`config.mk`:
```
export PLATFORM = sky130hd
export DESIGN_NAME = mips8_run_ctrl_flat
export DESIGN_NICKNAME = d
export VERILOG_FILES = /design/src/rtl/mips8_run_ctrl_if.sv /design/src/rtl/mips8_run_ctrl.sv /design/src/flat_wrapper.sv
export SDC_FILE = /design/constraint.sdc
export NUM_CORES = 1
export LEC_CHECK = 0
export BUFFER_PORTS_ARGS = -buffer_cell sky130_fd_sc_hd__buf_4
export CAP_MARGIN = 15
export CORE_MARGIN = 2
export CORE_UTILIZATION = 40
export DETAILED_ROUTE_END_ITERATION = 8
export HOLD_SLACK_MARGIN = 0.06
export SKIP_LAST_GASP = 1
export SYNTH_ARGS = -nofsm -noshare
export SYNTH_HDL_FRONTEND = slang
export SYNTH_SLANG_ARGS = --single-unit
```
`constraint.sdc`:
```
create_clock -name wb_clk_i -period 9.1 [get_ports wb_clk_i]
set_input_delay 0.91 -clock wb_clk_i [delete_from_list [all_inputs] [get_ports wb_clk_i]]
set_output_delay 0.91 -clock wb_clk_i [all_outputs]
set_load 0.01 [all_outputs]
```
`src/rtl/mips8_run_ctrl_if.sv`:
```
// Wishbone slave bundle between the management SoC and the MIPS8 run controller.
interface mips8_run_ctrl_if;
  logic        wbs_stb_i;
  logic        wbs_cyc_i;
  logic        wbs_we_i;
  logic [3:0]  wbs_sel_i;
  logic [31:0] wbs_adr_i;
  logic [31:0] wbs_dat_i;
  logic        wbs_ack_o;
  logic [31:0] wbs_dat_o;

  modport slave (
    input  wbs_stb_i, wbs_cyc_i, wbs_we_i, wbs_sel_i, wbs_adr_i, wbs_dat_i,
    output wbs_ack_o, wbs_dat_o
  );

  modport master (
    output wbs_stb_i, wbs_cyc_i, wbs_we_i, wbs_sel_i, wbs_adr_i, wbs_dat_i,
    input  wbs_ack_o, wbs_dat_o
  );
endinterface

```
`src/rtl/mips8_run_ctrl.sv`:
```
// Run controller for the MIPS8 user core: reset hold, bounded run, halt/step/resume,
// clock-enable gating, output pad arbitration and input pad synchronisation.
module mips8_run_ctrl #(
  parameter logic [31:0] BASE_ADDR  = 32'h3000_0000,
  parameter int          CNT_W      = 16,
  parameter int          RST_CYCLES = 4
) (
  input  logic                   wb_clk_i,
  input  logic                   wb_rst_i,
  mips8_run_ctrl_if.slave        wbs,
  output logic                   core_rst_o,
  output logic                   core_clk_en_o,
  input  logic [15:0]            core_io_out_i,
  input  logic [15:0]            core_io_oeb_i,
  output logic [7:0]             core_io_in_o,
  input  logic [7:0]             pad_io_in_i,
  output logic [15:0]            pad_io_out_o,
  output logic [15:0]            pad_io_oeb_o,
  output logic                   irq_o
);

  localparam int HOLD_W = (RST_CYCLES > 1) ? $clog2(RST_CYCLES) : 1;

  localparam int CMD_START  = 0;
  localparam int CMD_HALT   = 1;
  localparam int CMD_STEP   = 2;
  localparam int CMD_RESUME = 3;
  localparam int CMD_ABORT  = 4;

  typedef enum logic [1:0] {
    S_IDLE    = 2'd0,
    S_RSTHOLD = 2'd1,
    S_RUN     = 2'd2,
    S_PAUSED  = 2'd3
  } state_t;

  state_t             state_q, state_d;
  logic [HOLD_W-1:0]  hold_q, hold_d;
  logic [CNT_W-1:0]   elapsed_q, elapsed_d;
  logic [CNT_W-1:0]   cycles_q, cycles_d;
  logic               done_q, done_d;
  logic               step_q, step_d;
  logic               ack_q, ack_d;
  logic [31:0]        dat_q, dat_d;
  logic [4:0]         cmd_q, cmd_d;
  logic               pad_sel_q, pad_sel_d;
  logic               irq_en_q, irq_en_d;
  logic [31:0]        dbg_q, dbg_d;
  logic               irq_q, irq_d;
  logic [15:0]        pad_out_q, pad_out_d;
  logic [15:0]        pad_oeb_q, pad_oeb_d;
  logic [7:0]         sync1_q, sync2_q;

  logic               wb_req;
  logic [5:0]         word;
  logic               done_clr;
  logic               busy;
  logic               budget_hit;
  logic               core_rst;
  logic               clk_en;
  logic               unused_wb;

  // ack_q blocks a held strobe from being accepted twice in a row
  assign wb_req    = wbs.wbs_stb_i & wbs.wbs_cyc_i & ~ack_q &
                     (wbs.wbs_adr_i[31:8] == BASE_ADDR[31:8]);
  assign word      = wbs.wbs_adr_i[7:2];
  assign unused_wb = ^{wbs.wbs_sel_i, wbs.wbs_adr_i[1:0]};
  assign busy      = (state_q == S_RUN) || (state_q == S_RSTHOLD);

  // >= rather than == so a resume past the budget still pauses after one cycle
  assign budget_hit = (state_q == S_RUN) && (cycles_q != '0) &&
                      (elapsed_q >= cycles_q - CNT_W'(1));

  always_comb begin
    ack_d     = wb_req;
    dat_d     = '0;
    cmd_d     = '0;
    pad_sel_d = pad_sel_q;
    irq_en_d  = irq_en_q;
    cycles_d  = cycles_q;
    dbg_d     = dbg_q;
    done_clr  = 1'b0;
    if (wb_req) begin
      if (wbs.wbs_we_i) begin
        case (word)
          6'h00: begin
            cmd_d[CMD_START]  = wbs.wbs_dat_i[0];
            cmd_d[CMD_HALT]   = wbs.wbs_dat_i[1];
            cmd_d[CMD_STEP]   = wbs.wbs_dat_i[2];
            cmd_d[CMD_RESUME] = wbs.wbs_dat_i[5];
            cmd_d[CMD_ABORT]  = wbs.wbs_dat_i[6];
            pad_sel_d         = wbs.wbs_dat_i[3];
            irq_en_d          = wbs.wbs_dat_i[4];
          end
          6'h01:   done_clr = wbs.wbs_dat_i[2];
          6'h02:   cycles_d = wbs.wbs_dat_i[CNT_W-1:0];
          6'h04:   dbg_d    = wbs.wbs_dat_i;
          default: ;
        endcase
      end else begin
        case (word)
          6'h00:   dat_d = {27'b0, irq_en_q, pad_sel_q, 3'b0};
          6'h01:   dat_d = {28'b0, busy, done_q, state_q};
          6'h02:   dat_d = 32'(cycles_q);
          6'h03:   dat_d = 32'(elapsed_q);
          6'h04:   dat_d = dbg_q;
          6'h05:   dat_d = {24'b0, sync2_q};
          default: dat_d = '0;
        endcase
      end
    end
  end

  // Next state: the highest-priority command bit alone decides; inapplicable ones are dropped
  always_comb begin
    state_d   = state_q;
    hold_d    = hold_q;
    elapsed_d = clk_en ? elapsed_q + CNT_W'(1) : elapsed_q;
    done_d    = done_q & ~done_clr;
    step_d    = 1'b0;
    if (cmd_q[CMD_ABORT]) begin
      state_d = S_IDLE;
    end else if (cmd_q[CMD_START]) begin
      state_d   = S_RSTHOLD;
      hold_d    = HOLD_W'(RST_CYCLES - 1);
      elapsed_d = '0;
      done_d    = 1'b0;
    end else begin
      case (state_q)
        S_RSTHOLD: begin
          if (hold_q == '0) state_d = S_RUN;
          else              hold_d  = hold_q - HOLD_W'(1);
        end
        S_RUN: begin
          if (budget_hit) begin
            state_d = S_PAUSED;
            done_d  = 1'b1;
          end else if (cmd_q[CMD_HALT]) begin
            state_d = S_PAUSED;
          end
        end
        S_PAUSED: begin
          if (!cmd_q[CMD_HALT]) begin
            if (cmd_q[CMD_RESUME])    state_d = S_RUN;
            else if (cmd_q[CMD_STEP]) step_d  = 1'b1;
          end
        end
        default: ;
      endcase
    end
  end

  always_comb begin
    core_rst = 1'b1;
    clk_en   = 1'b0;
    case (state_q)
      S_RUN: begin
        core_rst = 1'b0;
        clk_en   = 1'b1;
      end
      S_PAUSED: begin
        core_rst = 1'b0;
        clk_en   = step_q;
      end
      default: ;
    endcase
  end

  // Core pads are only trusted once the core is out of reset
  always_comb begin
    irq_d = done_q & irq_en_q;
    if (pad_sel_q) begin
      pad_out_d = dbg_q[15:0];
      pad_oeb_d = dbg_q[31:16];
    end else if (state_q == S_RUN || state_q == S_PAUSED) begin
      pad_out_d = core_io_out_i;
      pad_oeb_d = core_io_oeb_i;
    end else begin
      pad_out_d = '0;
      pad_oeb_d = 16'hFFFF;
    end
  end

  always_ff @(posedge wb_clk_i) begin
    if (wb_rst_i) state_q <= S_IDLE;
    else          state_q <= state_d;
  end

  always_ff @(posedge wb_clk_i) begin
    if (wb_rst_i) begin
      hold_q    <= '0;
      elapsed_q <= '0;
      cycles_q  <= '0;
      done_q    <= 1'b0;
      step_q    <= 1'b0;
      ack_q     <= 1'b0;
      dat_q     <= '0;
      cmd_q     <= '0;
      pad_sel_q <= 1'b0;
      irq_en_q  <= 1'b0;
      dbg_q     <= '0;
      irq_q     <= 1'b0;
      pad_out_q <= '0;
      pad_oeb_q <= 16'hFFFF;
      sync1_q   <= '0;
      sync2_q   <= '0;
    end else begin
      hold_q    <= hold_d;
      elapsed_q <= elapsed_d;
      cycles_q  <= cycles_d;
      done_q    <= done_d;
      step_q    <= step_d;
      ack_q     <= ack_d;
      dat_q     <= dat_d;
      cmd_q     <= cmd_d;
      pad_sel_q <= pad_sel_d;
      irq_en_q  <= irq_en_d;
      dbg_q     <= dbg_d;
      irq_q     <= irq_d;
      pad_out_q <= pad_out_d;
      pad_oeb_q <= pad_oeb_d;
      sync1_q   <= pad_io_in_i;
      sync2_q   <= sync1_q;
    end
  end

  assign wbs.wbs_ack_o = ack_q;
  assign wbs.wbs_dat_o = dat_q;
  assign core_rst_o    = core_rst;
  assign core_clk_en_o = clk_en;
  assign core_io_in_o  = sync2_q;
  assign pad_io_out_o  = pad_out_q;
  assign pad_io_oeb_o  = pad_oeb_q;
  assign irq_o         = irq_q;

endmodule

```
`src/flat_wrapper.sv`:
```
// flat-port wrapper written by rule: the top's interface ports become plain ports
module mips8_run_ctrl_flat 
#(
  parameter logic [31:0] BASE_ADDR  = 32'h3000_0000,
  parameter int          CNT_W      = 16,
  parameter int          RST_CYCLES = 4
)
  (wb_clk_i, wb_rst_i, core_rst_o, core_clk_en_o, core_io_out_i, core_io_oeb_i, core_io_in_o, pad_io_in_i, pad_io_out_o, pad_io_oeb_o, irq_o, wbs_wbs_stb_i, wbs_wbs_cyc_i, wbs_wbs_we_i, wbs_wbs_sel_i, wbs_wbs_adr_i, wbs_wbs_dat_i, wbs_wbs_ack_o, wbs_wbs_dat_o);
  mips8_run_ctrl_if wbs_i ();
  input  logic wb_clk_i;
  input  logic wb_rst_i;
  output logic core_rst_o;
  output logic core_clk_en_o;
  input  logic [15:0] core_io_out_i;
  input  logic [15:0] core_io_oeb_i;
  output logic [7:0] core_io_in_o;
  input  logic [7:0] pad_io_in_i;
  output logic [15:0] pad_io_out_o;
  output logic [15:0] pad_io_oeb_o;
  output logic irq_o;
  input wire logic [$bits(wbs_i.wbs_stb_i)-1:0] wbs_wbs_stb_i;
  input wire logic [$bits(wbs_i.wbs_cyc_i)-1:0] wbs_wbs_cyc_i;
  input wire logic [$bits(wbs_i.wbs_we_i)-1:0] wbs_wbs_we_i;
  input wire logic [$bits(wbs_i.wbs_sel_i)-1:0] wbs_wbs_sel_i;
  input wire logic [$bits(wbs_i.wbs_adr_i)-1:0] wbs_wbs_adr_i;
  input wire logic [$bits(wbs_i.wbs_dat_i)-1:0] wbs_wbs_dat_i;
  output wire logic [$bits(wbs_i.wbs_ack_o)-1:0] wbs_wbs_ack_o;
  output wire logic [$bits(wbs_i.wbs_dat_o)-1:0] wbs_wbs_dat_o;
  assign wbs_i.wbs_stb_i = wbs_wbs_stb_i;
  assign wbs_i.wbs_cyc_i = wbs_wbs_cyc_i;
  assign wbs_i.wbs_we_i = wbs_wbs_we_i;
  assign wbs_i.wbs_sel_i = wbs_wbs_sel_i;
  assign wbs_i.wbs_adr_i = wbs_wbs_adr_i;
  assign wbs_i.wbs_dat_i = wbs_wbs_dat_i;
  assign wbs_wbs_ack_o = wbs_i.wbs_ack_o;
  assign wbs_wbs_dat_o = wbs_i.wbs_dat_o;
  mips8_run_ctrl #(.BASE_ADDR(BASE_ADDR), .CNT_W(CNT_W), .RST_CYCLES(RST_CYCLES)) u_core (.wb_clk_i(wb_clk_i), .wb_rst_i(wb_rst_i), .wbs(wbs_i), .core_rst_o(core_rst_o), .core_clk_en_o(core_clk_en_o), .core_io_out_i(core_io_out_i), .core_io_oeb_i(core_io_oeb_i), .core_io_in_o(core_io_in_o), .pad_io_in_i(pad_io_in_i), .pad_io_out_o(pad_io_out_o), .pad_io_oeb_o(pad_io_oeb_o), .irq_o(irq_o));
endmodule
```
; ---- Yosys cells after proc, flatten, opt, wreduce, memory -nomap -nowiden
; Index checks and enable logic that the tools add are counted.
[op_classes]
n_addsub = 3
n_mux = 28
n_lt_le_gt_ge = 1
reduce_logical = 22
n_bitwise = 12
n_eq_ne = 18
[op_table]
columns = op, n
row1 = case mux 32 bit (6 select lines), 1
row2 = two-way mux 16 bit, 7
row3 = "== test 24 x 22 -> 1 bit, second input constant", 1
row4 = "adder 16 x 1 -> 16 bit, second input constant", 1
row5 = greater-or-equal comparator 16 bit, 1
row6 = two-way mux 2 bit, 8
row7 = nonzero test 16 bit, 1
row8 = "subtractor 16 x 1 -> 16 bit, second input constant", 1
row9 = "== test 6 x 2 -> 1 bit, second input constant", 2
row10 = "== test 6 x 3 -> 1 bit, second input constant", 2
row11 = AND reduction 3 bit, 4
row12 = two-way mux 1 bit, 10
row13 = AND reduction 5 bit, 2
row14 = inverter 1 bit, 7
row15 = "== test 6 x 1 -> 1 bit, second input constant", 1
row16 = logical NOT 6 bit, 1
row17 = "inequality test 3 x 1 -> 1 bit, second input constant", 2
row18 = case mux 2 bit (3 select lines), 1
row19 = OR reduction 3 bit, 2
row20 = OR reduction 6 bit, 1
row21 = AND 1 bit, 5
row22 = "== test 2 bit, second input constant", 2
row23 = "inequality test 2 x 1 -> 1 bit, second input constant", 2
row24 = "inequality test 2 bit, second input constant", 2
row25 = 14 further kinds, 17
[totals]
ff_bits = 159
in_bits = 113

; ---- Depth between registers and ports, before layout
; Gate-level depths: netlist of run 1.
[depth]
depth_word = 10
ltp_mapped = 13
ltp_nobuf = 13

; ---- Worst setup path after synthesis of run 1
; OpenSTA, ideal clock, no wires.
[synth_path]
path_kind = register to register
startpoint = register u_core.cycles_q[0]
endpoint = register u_core.state_q[0]
t_arrival_ns = 3.037
path_stages_with_launch = 14
synth_period_minus_slack_ns = 3.171
setup_time_ns = 0.134
required_time_ns = 8.966
slack_ns = 5.929
cell_sequence = dfxtp_1 inv_1 ha_1 or3b_1 nor4_2 nand2_1 or4_1 xor2_1 ha_1 and4_1 a21oi_1 o21ai_0 nor4_1 o21ai_0
[synth_via]
elab_chain_cells = 6
elab_cells_between_ends = 10
classes_between = 1 x add/sub / 1 x order compare / 1 x eq/ne / 3 x mux / 4 x reduce/logical
[synth_lines]
columns = item, line
row1 = from (decl), mips8_run_ctrl.sv:40  ; logic [CNT_W-1:0] cycles_q, cycles_d;
row2 = from (signal assigned), mips8_run_ctrl.sv:210  ; cycles_q <= cycles_d;
row3 = subtractor 16 x 1 -> 16 bit / nonzero test 16 bit (equally long branches), "mips8_run_ctrl.sv:72, mips8_run_ctrl.sv:71"
row4 = greater-or-equal comparator 16 bit / logical AND 1 bit (equally long branches), "mips8_run_ctrl.sv:72, mips8_run_ctrl.sv:71"
row5 = logical AND 1 bit (*), mips8_run_ctrl.sv:71  ; assign budget_hit = (state_q == S_RUN) && (cycles_q != '0) &&
row6 = two-way mux 2 bit, mips8_run_ctrl.sv:135  ; if (budget_hit) begin
row7 = case mux 2 bit (3 select lines), mips8_run_ctrl.sv:129  ; case (state_q)
row8 = two-way mux 1 bit, mips8_run_ctrl.sv:123  ; end else if (cmd_q[CMD_START]) begin
row9 = to (signal assigned), mips8_run_ctrl.sv:186  ; else state_q <= state_d;
row10 = to (decl), mips8_run_ctrl.sv:37  ; state_t state_q, state_d;
; Every way passes the cells marked *; elsewhere a longest branch is shown, timed or not.
; A chain may end at the register's enable or synchronous reset.

; ---- Final worst setup path of run 1
[layout_path]
startpoint = register u_core.cycles_q[0]
endpoint = register u_core.state_q[1]
[layout_via]
elab_chain_cells = 5
elab_cells_between_ends = 9
classes_between = 1 x add/sub / 1 x order compare / 1 x eq/ne / 2 x mux / 4 x reduce/logical
[layout_lines]
columns = item, line
row1 = subtractor 16 x 1 -> 16 bit / nonzero test 16 bit (equally long branches), "mips8_run_ctrl.sv:72, mips8_run_ctrl.sv:71"
row2 = greater-or-equal comparator 16 bit / logical AND 1 bit (equally long branches), "mips8_run_ctrl.sv:72, mips8_run_ctrl.sv:71"
row3 = logical AND 1 bit (*), mips8_run_ctrl.sv:71
row4 = inequality test 3 x 1 -> 1 bit (no source line) / two-way mux 2 bit (equally long branches), n/a
row5 = AND reduction 5 bit (no source line) / case mux 2 bit (3 select lines) (equally long branches), n/a
; Marks and branches as above.

==> impl_metrics.tcl, run 1 <==
set metrics [dict create \
    status "finished clean" \
    yosys.area_share.simple_pct 26.2 \
    crit_arrival_ns 4.12 \
    fin_crit_sh_pct 42.2 \
    synth_cells 746 \
    dp.cells 1107 \
    die-area_um2 18000 \
    cts_hold_buf 0 \
    layout_min_cycle_time_ns 3.84 \
    core-area_um2 16600 \
    synth_top_family_by_area "simple AND/OR/NAND/NOR gates" \
    post_cts_buffers 0 \
    slew_headroom_pct 24.0 \
    final-setup-viol-count 0 \
    path_cells "inv_1 -> ha_1 -> or3b_1 -> nor4_2 -> nand2_1 -> or4_1 -> xor2_1 -> ha_1 -> and4_1 -> a21oi_1 -> o21ai_0 -> nor4_1 -> o21ai_0" \
    worst_pin_slew_ns 1.14 \
    drive_gt1_share_pct 25.7 \
    cp-end-kind "register" \
    syn_nets 882 \
    synth-async-reset-ratio_pct 0 \
    register_area_um2 3180 \
    clock-sinks 159 \
    worstSetupStartpointType "register" \
    critPathRequiredTime_ns 9.39 \
    cts_htree_levels 4 \
    grt_max_degree 106 \
    final_cells 1139 \
    cts_inserted_buffers 17 \
    cts_buffer_depth 2 \
    viasPerCell 5.19 \
    die_w_um 134 \
    grt.total_usage_pct 21.1 \
    port_buffers 182 \
    path_class "register to register" \
    drv_slew 0 \
    synthTopCellsByArea "dfxtp_1, nand2_1, nor2_1" \
    synth_cell_types 52 \
    cpPeakStageDelay_ns 0.58 \
    synth_fa_ha_area_share_pct 4.25 \
    grt_pass1_vias 5749 \
    clock_latency_ns 0.43 \
    hold_violations 0 \
    ir_worst_vdd_mv 0.125 \
    place_congestion 0.823 \
    chipHeight_um 134 \
    grt_pass1_wl_um 29900 \
    dr.pass1.iters 7 \
    seq_area_frac_synth_pct 47.0 \
    power.leakage_uw 0.00373 \
    max_freq_ghz 0.260 \
    dp_hpwl_um 13700 \
    path_buf_inv 1 \
    synthFlopType "dfxtp_1" \
    final_cell_mix "buf_4, dfxtp_1, nand2_1" \
    dp_slack_ns 5.32 \
    hold_path.class "register to register" \
    avgSynthCellArea_um2 9.07 \
    detailroute.via_count 5908 \
    clockRootBuffer "clkbuf_16" \
    synth-edff-count 0 \
    yosysTopAreaCell "dfxtp_1" \
    wire_per_inst_um 16.6 \
    ctsResizeCount 0 \
    critPathMaxFanout 5 \
    grt_antenna_before_repair 0 \
    initial_utilization_pct 40.8 \
    clk_pin_slew_ns 0.06 \
    fillers 1557 \
    placementRows 47 \
    rsz0062_at_grt "false" \
    fin_ws_ns 5.26 \
    drc 0 \
    cts_tree "done" \
    synthXorXnorAreaFrac_pct 3.11 \
    drv_cap 0 \
    ys_seq_elements 159 \
    fin_nets 1043 \
    yosysTopAreaCellShare_pct 47.0 \
    drt-initial-drc-count 318 \
    finalClockSkew_ns 0.0117 \
    io_pins 189 \
    cpLargestDelayFamily "simple AND/OR/NAND/NOR gates" \
    drtAntennaViolNets 0 \
    fin_tns_setup_ns 0 \
    globalRouteOverflowTotal 0 \
    multiInputGateArea_um2 3340 \
    diodes 0 \
    synth-compound-area-share_pct 11.5 \
    final_common_cell "buf_4" \
    power_density_nw_per_um2 168 \
    drt_wl_total_um 18900 \
    yosysWarnings 0 \
    muxShareOfSynthArea_pct 4.16 \
    crit_slowest_cell "nor4_1" \
    netlist_area_um2 6770 \
    area_delta_synth_final_pct 30.8 \
]
[per-layer routing]
| layer | up-vias | track usage (%) | share of wire (%) |
|---|---|---|---|
| met4 | 0 | 8.77 | 2.4 |
| met3 | 27 | 4.95 | 7.2 |
| met2 | 203 | 35.0 | 47 |
| li1 | 2918 | - | - |
| met5 | - | 0 | 0 |
| met1 | 2760 | 26.5 | 44 |
[registers in the layout, indices dropped and copies added (netlist names)]
name and flops:
u_core.irq_en_q 1, u_core.pad_io_out_o 16, u_core.irq_o 1, u_core.hold_q 2, u_core.wbs.wbs_ack_o 1, u_core.cycles_q 16
u_core.elapsed_q 16, u_core.done_q 1, u_core.wbs.wbs_dat_o 32, u_core.state_q 2, u_core.pad_sel_q 1, u_core.pad_io_oeb_o 16
u_core.sync1_q 8, u_core.step_q 1, u_core.cmd_q 5, u_core.core_io_in_o 8, u_core.dbg_q 32
[synth_stat cells, types with 13 or more instances]
master	count
dfxtp_1	159
nand2_1	83
nor2_1	83
a21oi_1	61
nor2b_1	37
clkbuf_1	33
mux2i_1	27
nor3_1	24
ha_1	23
and3_1	18
nor3b_1	18
o21bai_1	17
xnor2_1	14
inv_1	13
[cell type report]
type                       instances  area share, %
clock buffer                      18           4.96
clock inverter                    13           1.74
inverter                          13          0.551
multi-input combinational        529           37.7
sequential                       159           36.0
tap                              220           3.11
timing repair buffer             187           15.9
[report_power, final]
| group | internal [µW] | total, µW | switching (µW) |
|---|---|---|---|
| clock | 417 | 718 | 301 |
| sequential | 699 | 700 | 1.40 |
| combinational | 38.1 | 66.2 | 28.2 |
| total | 1150 | 1480 | 331 |
[logic make-up after synthesis]
kind of cell             after synthesis
AND/OR/NAND/NOR                      331
flip-flops                           159
AO/OA/AOI/OAI                        123
buffers and inverters                 58
multiplexers                          28
XOR/XNOR                              24
adder cells (fa/ha/maj)               23
[stage by stage]
step                util (%)  hold slack [ns]  instance area, µm²  total power [µW]
floorplan                  -            0.398                6770               736
global placement        49.7            0.412                8250               782
detailed placement      49.7            0.415                8250               783
CTS                     53.3            0.424                8840              1500
global route            53.4            0.435                8850              1530
finish                  53.4            0.421                8850              1480
[worst reg2reg max path, delay by kind of cell, from the launching register on]
family / cells / cell delay (ns)
adders and majority gates: 2 / 0.47
xor gates and xnor gates: 1 / 0.17
and+or+nand+nor: 6 / 2.18
AOI/OAI and AO/OA: 3 / 0.41
buffers and inverters: 1 / 0.10
DFF: 1 / 0.36
[worst paths after layout]
kind / from / endpoint / slack, ns / depth (start not counted)
worst max-delay path: u_core.cycles_q[0] / u_core.state_q[1] / 5.26 / 13
worst min-delay path: u_core.cmd_q[3] / u_core.step_q / 0.42 / 1
worst max register to register: u_core.cycles_q[0] / u_core.state_q[1] / 5.26 / 13
worst min register to register: u_core.cmd_q[3] / u_core.step_q / 0.42 / 1
Note: power is estimated with default switching activity, not from simulation.
==> run 2, diff against run 1 <==
--- a/config.mk
+++ b/config.mk
@@ -5,6 +5,7 @@
 export SDC_FILE = /design/constraint.sdc
 export NUM_CORES = 1
 export LEC_CHECK = 0
+export ABC_AREA = 1
 export BUFFER_PORTS_ARGS = -buffer_cell sky130_fd_sc_hd__buf_4
 export CAP_MARGIN = 15
 export CORE_MARGIN = 2
==> constraint.sdc (replaced) <==
create_clock -name wb_clk_i -period 4 [get_ports wb_clk_i]
set_input_delay 0.4 -clock wb_clk_i [delete_from_list [all_inputs] [get_ports wb_clk_i]]
set_output_delay 0.4 -clock wb_clk_i [all_outputs]
set_load 0.01 [all_outputs]
==> impl_metrics.tcl, run 2 <==
set metrics [dict create \
    status "finished clean" \
    area_delta_synth_final_pct 31.2 \
    slew_headroom_pct 40.1 \
    fin_tns_setup_ns 0 \
    critPathRequiredTime_ns 4.36 \
    fin_crit_sh_pct 74.2 \
    synth-edff-count 0 \
    yosysMostFrequentCell "dfxtp_1" \
    synth_cell_types 40 \
    place_congestion 0.857 \
    final_cell_mix "buf_4, dfxtp_1, inv_1" \
    layout_min_cycle_time_ns 2.97 \
    detailroute.via_count 5953 \
    register_area_um2 3180 \
    final_common_cell "buf_4" \
    die-area_um2 17700 \
    path_class "register to register" \
    crit_slowest_cell "dfxtp_1" \
    grt.total_usage_pct 21.4 \
    clock-sinks 159 \
    ys_seq_elements 159 \
    grt_pass1_wl_um 29600 \
    max_freq_ghz 0.337 \
    multiInputGateArea_um2 2800 \
    synth-async-reset-ratio_pct 0 \
    synth_cells 818 \
    crit_arrival_ns 3.33 \
    netlist_area_um2 6650 \
    ir_worst_vdd_mv 0.289 \
    drt-initial-drc-count 408 \
    drtAntennaViolNets 0 \
    worstSetupStartpointType "register" \
    r2r-end "u_core.state_q[0]" \
    rrSetupSlack_ns 1.03 \
    syn_nets 954 \
    cpLargestDelayFamily "simple AND/OR/NAND/NOR gates" \
    chipHeight_um 133 \
    stdcell_area_um2 8720 \
    io_pins 189 \
    grt_max_degree 65 \
    yosysTopAreaCellShare_pct 47.9 \
    cpPeakStageDelay_ns 0.35 \
    clockRootBuffer "clkbuf_16" \
    synthTopCellsByCount "dfxtp_1, inv_1, a21oi_1, nor2_1, nand2_1" \
    fillers 1586 \
    grt_pass1_vias 5726 \
    cts_tree "done" \
    diodes 0 \
    yosysWarnings 0 \
    core-area_um2 16400 \
    worst_pin_slew_ns 0.897 \
    rsz0062_at_grt "false" \
    drt_wl_total_um 18500 \
    hold_path_depth 3 \
    path_cells "inv_1 -> nand2_1 -> nor2_1 -> nand3_1 -> nor3_2 -> nand2_1 -> nor2_2 -> nand4_1 -> xor2_1 -> inv_1 -> ha_1 -> a21oi_1 -> o21ai_0 -> a21oi_1 -> nand2_1 -> nand2_1 -> nand3_1 -> nand3_1 -> nand2_1 -> a21oi_1" \
    finalClockSkew_ns 0.00753 \
    drive_gt1_share_pct 23.9 \
    path_buf_inv 2 \
    seq_area_frac_synth_pct 47.9 \
    cts_inserted_buffers 17 \
    dp_hpwl_um 13700 \
    initial_utilization_pct 40.5 \
    cp-end-kind "register" \
    drv_cap 0 \
    post_cts_buffers 0 \
    min_to "u_core.sync1_q[1]" \
    grt_antenna_before_repair 0 \
    drv_slew 0 \
    reg2reg_depth 20 \
    cts_buffer_depth 2 \
    crit_path_frequent_cell "nand2_1" \
    ctsResizeCount 0 \
    yosysTopAreaCell "dfxtp_1" \
    clk_pin_slew_ns 0.07 \
    fin_nets 1125 \
    viasPerCell 4.88 \
    placementRows 47 \
    power_density_nw_per_um2 429 \
    critPathMaxFanout 4 \
    cts_hold_buf 0 \
    synthTopCellsByArea "dfxtp_1, a21oi_1, inv_1" \
    hold_path.class "input port to register" \
    avgSynthCellArea_um2 8.13 \
    wire_per_inst_um 15.1 \
    drc 0 \
    clock_latency_ns 0.42 \
    hold_start "pad_io_in_i[1]" \
    final-setup-viol-count 0 \
    port_buffers 182 \
    post-route-util_pct 53.2 \
    globalRouteOverflowTotal 0 \
    place_area_um2 8150 \
    die_w_um 133 \
    power.leakage_uw 0.00380 \
    r2r_start "u_core.cycles_q[2]" \
    cts_htree_levels 4 \
    dr.pass1.iters 5 \
    synthFlopType "dfxtp_1" \
    hold_violations 0 \
]
run 2: changes by cell type in the layout (fill, tap and decap cells not counted), sizes merged, moves of 19 or more:
cell	previous run	this run
nor2b	37	0
nand2	84	65
mux2i	27	0
o21ai	10	69
a21oi	61	93
nor3b	19	0
inv	19	129
run 2: worst max-delay path by stage:
stage,endpoint,startpoint,cells past startpoint,slack (ns)
6_report,u_core.state_q[0],u_core.cycles_q[2],20,1.03
5_1_grt,u_core.state_q[0],u_core.cycles_q[2],20,0.61
4_1_cts,u_core.state_q[0],u_core.cycles_q[2],20,1.07
3_5_place_dp,u_core.state_q[0],u_core.cycles_q[2],20,1.08
3_3_place_gp,u_core.state_q[0],u_core.cycles_q[2],20,1.16
2_1_floorplan,u_core.state_q[0],u_core.cycles_q[2],20,1.52
run 2: metrics by stage:
step	hold slack, ns	total power, µW	instances	worst slack, ns
final	0.172	3740	1221	1.03
after CTS	0.156	3770	1221	1.07
after global routing	0.168	3930	1221	0.607
after floorplan	0.388	1970	818	1.52
after global placement	0.388	2220	1190	1.16
after detailed placement	0.393	2220	1190	1.08
run 2: final cells by class:
type                            count  share of cell area, %
Clock buffer                       18                   5.03
Clock inverter                     13                   1.52
Inverter                          127                   5.46
Multi-Input combinational cell    495                   32.1
Sequential cell                   159                   36.5
Tap cell                          220                   3.16
Timing Repair Buffer              189                   16.3
run 2: kinds of logic after synthesis:
logic type	Yosys count	synth area share, %
AND/OR/NAND/NOR	225	15.6
AO/OA/AOI/OAI	221	18.7
buffers and inverters	164	10.1
flip-flops	159	47.9
XOR/XNOR	25	3.29
adder cells (fa/ha/maj)	23	4.33
multiplexers	1	0.169
run 2: worst reg2reg max path, cell delays in order (launching register included):
cell     delay [ns]
dfxtp_1        0.35
inv_1          0.08
nand2_1        0.05
nor2_1         0.17
nand3_1        0.16
nor3_2         0.21
nand2_1        0.13
nor2_2         0.21
nand4_1        0.14
xor2_1         0.16
inv_1          0.06
ha_1           0.28
a21oi_1        0.14
o21ai_0        0.10
a21oi_1        0.12
nand2_1        0.10
nand2_1        0.10
nand3_1        0.09
nand3_1        0.08
nand2_1        0.05
a21oi_1        0.11
run 2: report_power, final:
group / leakage, µW / switching, µW / internal (µW)
Clock: 0.000279 / 675 / 882
Combinational: 0.00223 / 257 / 233
Sequential: 0.00129 / 39.7 / 1660
Total: 0.00380 / 971 / 2770
run 2: metal layers:
metal	global-route usage, %	part of all wire, %
met1	27.8	45
met2	34.0	47
met3	5.67	5.4
met4	8.30	2.5
met5	0	0
==> run 3, diff against run 2 <==
==> constraint.sdc (replaced) <==
create_clock -name wb_clk_i -period 3.1 [get_ports wb_clk_i]
set_input_delay 0.31 -clock wb_clk_i [delete_from_list [all_inputs] [get_ports wb_clk_i]]
set_output_delay 0.31 -clock wb_clk_i [all_outputs]
set_load 0.01 [all_outputs]
==> impl_metrics.tcl, run 3 (same netlist as run 2, synthesis figures left out) <==
set metrics [dict create \
    slew_headroom_pct 41.4 \
    viasPerCell 4.87 \
    register_area_um2 3180 \
    cts_htree_levels 4 \
    drv_slew 0 \
    clock_latency_ns 0.44 \
    drtAntennaViolNets 0 \
    layout_min_cycle_time_ns 2.72 \
    detailroute.via_count 5986 \
    combPwrFrac_pct 13.1 \
    wire_per_inst_um 15.4 \
    fin_ws_ns 0.375 \
    status "finished clean" \
    io_pins 189 \
    dp.cells 1193 \
    rsz0062_at_grt "false" \
    wl_met1_um 8510 \
    initial_utilization_pct 40.5 \
    final-setup-viol-count 0 \
    worstSetupStartpointType "register" \
    die_w_um 133 \
    max_freq_ghz 0.367 \
    path_cells "inv_1 -> nand2_1 -> nor2_2 -> nand3_2 -> nor3_4 -> nand2_2 -> nor2_4 -> nand4_1 -> xor2_1 -> inv_1 -> ha_1 -> a21oi_1 -> o21ai_0 -> a21oi_1 -> nand2_1 -> nand2_1 -> nand3_1 -> nand3_1 -> nand2_1 -> a21oi_1" \
    grt.total_usage_pct 21.5 \
    hold_path.class "input port to register" \
    crit_slowest_cell "dfxtp_1" \
    power.switching_uw 1270 \
    critPathRequiredTime_ns 3.46 \
    drv_cap 0 \
    grt_max_degree 65 \
    drt_wl_total_um 18900 \
    crit_path_frequent_cell "nand2_1" \
    final_common_cell "buf_4" \
    placementRows 47 \
    cp-end-kind "register" \
    multiInputGateArea_um2 2820 \
    die-area_um2 17700 \
    cts_buffer_depth 2 \
    routed-wl-met2_um 8690 \
    crit_arrival_ns 3.09 \
    chipHeight_um 133 \
    fin_nets 1131 \
    final_cells 1228 \
    cpLargestDelayFamily "simple AND/OR/NAND/NOR gates" \
    grt_pass1_vias 5800 \
    globalRouteOverflowTotal 0 \
    clockRootBuffer "clkbuf_16" \
    switching_share_pct 26.2 \
    grt_pass1_wl_um 29900 \
    dr.pass1.iters 5 \
    port_buffers 182 \
    p_clk_share_pct 41.8 \
    cts_inserted_buffers 17 \
    clock-sinks 159 \
    ir_worst_vdd_mv 0.382 \
    fin_crit_sh_pct 87.9 \
    finalClockSkew_ns 0.0100 \
    worst_pin_slew_ns 0.878 \
    fillers 1587 \
    path_buf_inv 2 \
    dp_slack_ns 0.266 \
    top_layer "met4" \
    hold_violations 0 \
    grt_antenna_before_repair 0 \
    power_density_nw_per_um2 553 \
    power.leakage_uw 0.00384 \
    core-area_um2 16400 \
    cell_internal_pwr_uw 3590 \
    final_cell_mix "buf_4, dfxtp_1, inv_1" \
    seqPwrFrac_pct 45.1 \
    drc 0 \
    place_congestion 0.870 \
    hold_ws_ns 0.0709 \
    diodes 0 \
    clk_pin_slew_ns 0.07 \
    critPathMaxFanout 4 \
    path_class "register to register" \
    routed-wl-met3_um 1060 \
    drive_gt1_share_pct 24.3 \
    fin_tns_setup_ns 0 \
    dp_hpwl_um 13900 \
    cpPeakStageDelay_ns 0.35 \
    area_delta_synth_final_pct 32.3 \
    cts_tree "done" \
    drt-initial-drc-count 391 \
]
-- run 3: cell count changes in the layout (fill, tap and decap cells not counted), sizes merged --
cell,before,now
buf,189,193
clkbuf,18,20
clkinv,9,6
dlygate4sd3,0,2
inv,129,131
-- run 3: routing by layer --
layer | track usage [%] | vias up
met3 | 5.48 | 46
met2 | 33.4 | 164
met5 | 0 | -
met1 | 28.0 | 2691
li1 | - | 3085
met4 | 10.5 | 0
-- run 3: repair_timing --
action | CTS | global route
hold endpoints to repair | 2 | 0
resized for setup | 0 | 5
buffers inserted | 0 | 1
hold buffers | 2 | 0
setup endpoints to repair | 0 | 2
-- run 3: tightest hold or removal path, delay by kind of cell --
kind	cells	cell delay, ns
buffers and inverters	2	0.10
AND/OR/NAND/NOR	1	0.06
-- run 3: area by class of cell --
| cell class | instances | area share [%] |
|---|---|---|
| flip-flops and latches | 159 | 36.2 |
| inverters | 127 | 5.42 |
| multi-input cells | 495 | 32.0 |
| clock inverters | 12 | 1.44 |
| repair buffers | 195 | 16.7 |
| well taps | 220 | 3.13 |
| clock buffers | 20 | 5.08 |
-- run 3: per-stage QoR --
step	cell area, µm²	utilization [%]	total power, µW
floorplan	6650	-	2540
global placement	8170	49.8	2870
detailed placement	8170	49.8	2870
CTS	8770	53.4	4900
global route	8800	53.6	5080
finish	8800	53.6	4860
-- run 3: final timing paths --
path	from	endpoint	slack, ns	depth (start not counted)
max	u_core.cycles_q[2]	u_core.state_q[0]	0.38	20
min	pad_io_in_i[3]	u_core.sync1_q[3]	0.07	3
max reg2reg	u_core.cycles_q[2]	u_core.state_q[0]	0.38	20
min reg2reg	u_core.sync1_q[4]	u_core.core_io_in_o[4]	0.40	2
-- run 3: power groups by stage --
stage | sequential [µW] | clock [µW] | combinational, µW
after detailed placement | 2240 | 0 | 634
after global placement | 2240 | 0 | 631
after CTS | 2190 | 2070 | 640
after floorplan | 2260 | 0 | 278
after global routing | 2200 | 2160 | 710
final | 2190 | 2030 | 635
